### src/rtl/alsu_tx_pkg.sv
// Shared types and constants for the ALSU result serial transmitter.
// Optional feature macro: ALSU_TX_PARITY_EN (adds an even parity bit to every frame).
package alsu_tx_pkg;

   typedef enum logic [2:0] {
      IDLE   = 3'd0,
      START  = 3'd1,
      DATA   = 3'd2,
      PARITY = 3'd3,
      STOP   = 3'd4
   } tx_state_e;

   localparam int         DATA_BITS = 7;
   localparam logic [7:0] OVF_MAX   = 8'hFF;

   // Even parity over one captured entry (err flag plus 6-bit result).
   function automatic logic evenParity(input logic [DATA_BITS-1:0] data);
      return ^data;
   endfunction

endpackage

### src/rtl/alsu_result_fifo.sv
// Small circular FIFO holding captured ALSU entries until the serialiser takes them.
// The head word is always presented; the consumer latches it on the same edge it pops.
// Optional feature macro: ALSU_TX_PARITY_EN (not used in this file).
module alsu_result_fifo #(
   parameter int DEPTH = 8,
   parameter int WIDTH = 7
) (
   input  logic                     clk,
   input  logic                     rst,
   input  logic                     i_push,
   input  logic                     i_pop,
   input  logic [WIDTH-1:0]         i_data,
   output logic [WIDTH-1:0]         o_headData,
   output logic                     o_full,
   output logic                     o_empty,
   output logic [$clog2(DEPTH):0]   o_count
);

   localparam int PTR_W = $clog2(DEPTH);

   logic [WIDTH-1:0] r_mem [DEPTH];
   logic [PTR_W-1:0] r_wrPtr;
   logic [PTR_W-1:0] r_rdPtr;
   logic [PTR_W:0]   r_count;

   // Storage array; contents need no reset because the count gates every read.
   always_ff @(posedge clk) begin
      if (i_push) begin
         r_mem[r_wrPtr] <= i_data;
      end
   end

   // Pointers wrap naturally at DEPTH; the extra count bit separates full from empty.
   always_ff @(posedge clk or posedge rst) begin
      if (rst) begin
         r_wrPtr <= '0;
         r_rdPtr <= '0;
         r_count <= '0;
      end else begin
         if (i_push) begin
            r_wrPtr <= r_wrPtr + 1'b1;
         end
         if (i_pop) begin
            r_rdPtr <= r_rdPtr + 1'b1;
         end
         case ({i_push, i_pop})
            2'b10:   r_count <= r_count + 1'b1;
            2'b01:   r_count <= r_count - 1'b1;
            default: r_count <= r_count;
         endcase
      end
   end

   assign o_headData = r_mem[r_rdPtr];
   assign o_full     = (r_count == (PTR_W+1)'(DEPTH));
   assign o_empty    = (r_count == '0);
   assign o_count    = r_count;

endmodule

### src/rtl/alsu_result_tx.sv
// Captures qualified ALSU results into a FIFO and drains them as framed LSB-first
// serial words on a single idle-high line. Overflowing captures are dropped and counted.
// Optional feature macro: ALSU_TX_PARITY_EN (even parity bit after err, 10-bit frames);
// without it frames are start + 7 data + stop.
module alsu_result_tx
   import alsu_tx_pkg::*;
#(
   parameter int DEPTH    = 8,
   parameter int BAUD_DIV = 4
) (
   input  logic                     clk,
   input  logic                     rst,
   input  logic                     i_in_valid,
   input  logic [5:0]               i_in_out,
   input  logic [15:0]              i_in_leds,
   input  logic                     i_tx_en,
   output logic                     o_tx,
   output logic                     o_tx_busy,
   output logic [$clog2(DEPTH):0]   o_fifo_count,
   output logic [7:0]               o_ovf_cnt
);

   localparam int BAUD_W = $clog2(BAUD_DIV + 1);
   localparam int BIT_W  = $clog2(DATA_BITS);

   tx_state_e            r_state;
   tx_state_e            w_nextState;
   logic [DATA_BITS-1:0] r_shift;
   logic [DATA_BITS-1:0] w_nextShift;
   logic [BIT_W-1:0]     r_bitCnt;
   logic [BIT_W-1:0]     w_nextBitCnt;
   logic [BAUD_W-1:0]    r_baudCnt;
   logic [BAUD_W-1:0]    w_nextBaudCnt;
   logic                 r_tx;
   logic                 w_nextTx;
   logic                 r_busy;
   logic [7:0]           r_ovfCnt;
`ifdef ALSU_TX_PARITY_EN
   logic                 r_parity;
   logic                 w_nextParity;
`endif

   logic                 w_push;
   logic                 w_pop;
   logic                 w_full;
   logic                 w_empty;
   logic                 w_startOk;
   logic                 w_baudEnd;
   logic [DATA_BITS-1:0] w_entry;
   logic [DATA_BITS-1:0] w_headData;

   assign w_entry   = {|i_in_leds, i_in_out};
   assign w_startOk = i_tx_en && !w_empty;
   assign w_baudEnd = (r_baudCnt == BAUD_W'(BAUD_DIV - 1));
   assign w_push    = i_in_valid && (!w_full || w_pop);

   alsu_result_fifo #(
      .DEPTH (DEPTH),
      .WIDTH (DATA_BITS)
   ) u_fifo (
      .clk        (clk),
      .rst        (rst),
      .i_push     (w_push),
      .i_pop      (w_pop),
      .i_data     (w_entry),
      .o_headData (w_headData),
      .o_full     (w_full),
      .o_empty    (w_empty),
      .o_count    (o_fifo_count)
   );

   // Next-state and next-line decode; the line value is computed one edge ahead so tx is registered.
   always_comb begin
      w_nextState   = r_state;
      w_nextShift   = r_shift;
      w_nextBitCnt  = r_bitCnt;
      w_nextBaudCnt = w_baudEnd ? '0 : r_baudCnt + 1'b1;
      w_nextTx      = 1'b1;
      w_pop         = 1'b0;
`ifdef ALSU_TX_PARITY_EN
      w_nextParity  = r_parity;
`endif
      case (r_state)
         IDLE: begin
            w_nextBaudCnt = '0;
            w_pop         = w_startOk;
         end
         START: begin
            w_nextTx = 1'b0;
            if (w_baudEnd) begin
               w_nextState = DATA;
               w_nextTx    = r_shift[0];
            end
         end
         DATA: begin
            w_nextTx = r_shift[0];
            if (w_baudEnd) begin
               if (r_bitCnt == BIT_W'(DATA_BITS - 1)) begin
`ifdef ALSU_TX_PARITY_EN
                  w_nextState = PARITY;
                  w_nextTx    = r_parity;
`else
                  w_nextState = STOP;
                  w_nextTx    = 1'b1;
`endif
               end else begin
                  w_nextBitCnt = r_bitCnt + 1'b1;
                  w_nextShift  = r_shift >> 1;
                  w_nextTx     = r_shift[1];
               end
            end
         end
`ifdef ALSU_TX_PARITY_EN
         PARITY: begin
            w_nextTx = r_parity;
            if (w_baudEnd) begin
               w_nextState = STOP;
               w_nextTx    = 1'b1;
            end
         end
`endif
         STOP: begin
            w_nextTx = 1'b1;
            if (w_baudEnd) begin
               w_nextState = IDLE;
               w_pop       = w_startOk;
            end
         end
         default: begin
            w_nextState   = IDLE;
            w_nextBaudCnt = '0;
         end
      endcase
      if (w_pop) begin
         w_nextState   = START;
         w_nextShift   = w_headData;
         w_nextBitCnt  = '0;
         w_nextBaudCnt = '0;
         w_nextTx      = 1'b0;
`ifdef ALSU_TX_PARITY_EN
         w_nextParity  = evenParity(w_headData);
`endif
      end
   end

   // Frame state, counters, shift register and registered line/busy outputs.
   always_ff @(posedge clk or posedge rst) begin
      if (rst) begin
         r_state   <= IDLE;
         r_shift   <= '0;
         r_bitCnt  <= '0;
         r_baudCnt <= '0;
         r_tx      <= 1'b1;
         r_busy    <= 1'b0;
`ifdef ALSU_TX_PARITY_EN
         r_parity  <= 1'b0;
`endif
      end else begin
         r_state   <= w_nextState;
         r_shift   <= w_nextShift;
         r_bitCnt  <= w_nextBitCnt;
         r_baudCnt <= w_nextBaudCnt;
         r_tx      <= w_nextTx;
         r_busy    <= (w_nextState != IDLE);
`ifdef ALSU_TX_PARITY_EN
         r_parity  <= w_nextParity;
`endif
      end
   end

   // Saturating count of captures that found the FIFO full with no pop to make room.
   always_ff @(posedge clk or posedge rst) begin
      if (rst) begin
         r_ovfCnt <= '0;
      end else if (i_in_valid && !w_push && (r_ovfCnt != OVF_MAX)) begin
         r_ovfCnt <= r_ovfCnt + 1'b1;
      end
   end

   assign o_tx      = r_tx;
   assign o_tx_busy = r_busy;
   assign o_ovf_cnt = r_ovfCnt;

endmodule

### config.mk
export PLATFORM = sky130hd
export DESIGN_NAME = alsu_result_tx
export DESIGN_NICKNAME = d
export VERILOG_FILES = /design/src/rtl/alsu_tx_pkg.sv /design/src/rtl/alsu_result_fifo.sv /design/src/rtl/alsu_result_tx.sv
export SDC_FILE = /design/constraint.sdc
export NUM_CORES = 1
export LEC_CHECK = 0
export BUFFER_PORTS_ARGS = -buffer_cell sky130_fd_sc_hd__buf_2
export CORE_MARGIN = 8
export CORE_UTILIZATION = 50
export CTS_CLUSTER_DIAMETER = 50
export CTS_CLUSTER_SIZE = 14
export DETAILED_ROUTE_END_ITERATION = 10
export PLACE_DENSITY = 0.69
export SYNTH_ARGS = -nofsm -noshare
export SYNTH_HDL_FRONTEND = slang
export SYNTH_SLANG_ARGS = --single-unit
### constraint.sdc
create_clock -name clk -period 4.4 [get_ports clk]
set_input_delay 0 -clock clk [delete_from_list [all_inputs] [get_ports clk]]
set_output_delay 0 -clock clk [all_outputs]
set_load 0.02 [all_outputs]
==> results.ini <==
[final_layout]
post-route-cell-area_um2 = 4600
instances_no_fill = 428
n_antenna_cell = 0
mostFrequentLayoutCells = edfxtp_1 (56), buf_2 (39), dfrtp_1 (35)
final_layout_size_suffix_gt1_share_pct = 26.7
area_delta_synth_final_pct = 15.5
fin_util_pct = 59.6
final_common_cell = edfxtp_1
nets = 356

[synth]
synthArstFlopShare_pct = 39.1
syn_area_per_cell_um2 = 15.0
synth_top_flop_cell = edfxtp_1
ys_seq_area_share_pct = 64.8
yosysUniqueCellTypes = 39
synth_area_um2 = 3990
synth_edf_count = 56
yosys_warnings = 0
synth_nets = 301
synthCells = 266
synth-seq-cells = 92

[grt]
first_global_vias = 2410
antenna_found_initial = 0
globalRouteTotalUtil_pct = 13.2
grt_max_degree = 37
grt_remaining_overflow = 0
grt_pass1_wl_mm = 11.6

[floorplan]
core_area_um2 = 7730
die_x_um = 105
die_h_um = 105
rows = 32
dieArea_um2 = 11100
num_io_pins = 40
initial_core_util_pct = 51.6

[worst_hold_path]
worstHoldPathType = input port to flop

[timing]
fin_skew_ns = 0.00875
finalCriticalPeriod_ns = 3.14
whs_ns = 0.108
min_period_over_period_pct = 71.4
timing.final.ws_setup_ns = 1.26
tightestPinTransition_ns = 0.924
finalSetupTns_ns = 0
relSlewSlack_pct = 38.4
drv_slew = 0
rsz0062_at_grt = false
max_clock_freq_mhz = 318
hold_viol_final = 0
setup_viol = 0

[setup_path]
cp_max_fo = 20
r2r_start = u_fifo.o_count[1]
cpPeakStageDelay_ns = 0.62
start_kind = flop
ff2ff_path_depth = 10
cp-startpoint = u_fifo.o_count[1]
cp.arrival_ns = 3.39
critPathTopFamily = compound AO/OA/AOI/OAI gates
timing.critical_path.buf_inv = 1
reg2reg_to = u_fifo.o_count[2]
critical_path_class = flop to flop
cp.depth = 10
slowest_stage = o21ai_2
cp_cell_sequence = or3_1, o21ai_2, inv_1, ha_1, xor2_1, ha_1, a21oi_1, xor2_1, nor2_1, xor2_1
path_common_cell = xor2_1
endpoint = u_fifo.o_count[2]
required_ns = 4.65
cp-end-kind = flop
r2r_slack_ns = 1.26

[cts]
htree_levels = 3
cts.sinks = 92
tritoncts.num_buffers = 9
max-clock-path-buffers = 2
cts_root_buf = clkbuf_8
cts.reportedPaths.clkPinSlew_ns = 0.10
cts_tree = built
cts-resized-gates = 0
insertion_delay_ns = 0.36

[route]
first_iter_violations = 110
wl_mm = 6.69
drtPass1Iterations = 4
drc_errors = 0
postRouteAntennaNets = 0
vias_per_cell = 5.35
wl_per_cell_um = 15.6
vias = 2291

[placement]
dp_slack_ns = 1.27
dp_hpwl_mm = 4.70
portBuffers = 39
place_area_um2 = 4310
routabilityCongestion = 0.787
dp.cells = 404

[power_and_ir_drop]
p_total_mw = 2.61
peakVddDrop_mv = 0.326
p_per_area_nw_per_um2 = 566
p_leak_nw = 1.78

[job]
drv_cap = 0

[run_status]
status = complete, no violations

[how the worst min path moves through the flow]
stage | start | endpoint | slack (ns) | cells past startpoint
after global routing | i_in_leds[9] | u_fifo.r_mem[1][6] | 0.14 | 3
after floorplan | i_in_out[0] | u_fifo.r_mem[0][0] | 0.1 | 0
final | i_in_leds[11] | u_fifo.r_mem[3][6] | 0.11 | 3
after CTS | i_in_leds[11] | u_fifo.r_mem[3][6] | 0.12 | 3
after global placement | rst | u_fifo.r_wrPtr[1] | 0.13 | 3
after detailed placement | rst | u_fifo.r_wrPtr[0] | 0.13 | 3
[sequential cells by signal (all words and copies together) (netlist names)]
| register | flops |
|---|---|
| u_fifo.r_mem | 56 |
| o_ovf_cnt | 8 |
| r_shift | 7 |
| u_fifo.o_count | 4 |
| r_baudCnt | 3 |
| r_bitCnt | 3 |
| r_state | 3 |
| u_fifo.r_rdPtr | 3 |
| u_fifo.r_wrPtr | 3 |
| o_tx | 1 |
| o_tx_busy | 1 |
[per-layer routing]
| metal | track usage [%] | wire length (um) |
|---|---|---|
| met1 | 16.3 | 3040 |
| met2 | 21.3 | 3200 |
| met3 | 3.84 | 335 |
| met4 | 5.10 | 114 |
| met5 | 0 | 0 |
[layout make-up]
| cell class | instances | area (um2) |
|---|---|---|
| fillers | 604 | 3130 |
| flip-flops and latches | 92 | 2580 |
| multi-input cells | 156 | 1320 |
| repair buffers | 53 | 320 |
| well taps | 102 | 128 |
| clock buffers | 9 | 124 |
| clock inverters | 7 | 88.8 |
| inverters | 9 | 33.8 |
[logic make-up (layout without fill, tap and decap cells)]
group / after synthesis / in the layout / share of synthesized area, %
compound gates: 30 / 30 / 5.31
xor+xnor: 17 / 17 / 3.74
fa+ha+maj: 9 / 9 / 2.83
buf+inv: 18 / 78 / 1.95
flops: 92 / 92 / 64.8
mux: 25 / 25 / 10.8
simple gates: 75 / 75 / 10.5
[timing repair]
item	4_1_cts	5_1_grt
hold buffers	8	0
hold endpoints to repair	84	0
buffers inserted	0	0
[worst reg2reg max path, cell delays in order (launching register included)]
cell,delay (ns)
dfrtp_1,0.48
or3_1,0.42
o21ai_2,0.62
inv_1,0.32
ha_1,0.34
xor2_1,0.16
ha_1,0.18
a21oi_1,0.14
xor2_1,0.16
nor2_1,0.06
xor2_1,0.14
[report_power, final]
part	total [mW]	switching, mW	internal [mW]	leakage [nW]
clock	0.567	0.337	0.230	0.106
combinational	0.714	0.354	0.360	0.721
sequential	1.33	0.207	1.12	0.949
[synthesized netlist by cell type, types with 3 or more instances]
cell type,number,share of area (%)
edfxtp_1,56,42
and3_1,4,0.63
ha_1,9,2.8
nor2_1,14,1.3
mux4_2,14,7.9
dfrtp_1,35,22
mux2i_1,7,1.8
nor3_1,6,0.75
xnor2_1,14,3.1
buf_2,4,0.50
nand2_1,12,1.1
inv_1,9,0.85
nand4_1,3,0.47
mux2_2,4,1.1
nor2b_1,9,1.4
xor2_1,3,0.66
nand3_1,9,1.1
nor4_1,5,0.78
a211oi_1,6,1.1
o21ai_0,5,0.63
nor4b_1,3,0.66
a21oi_1,13,1.6
(Power assumes the default switching activity.)
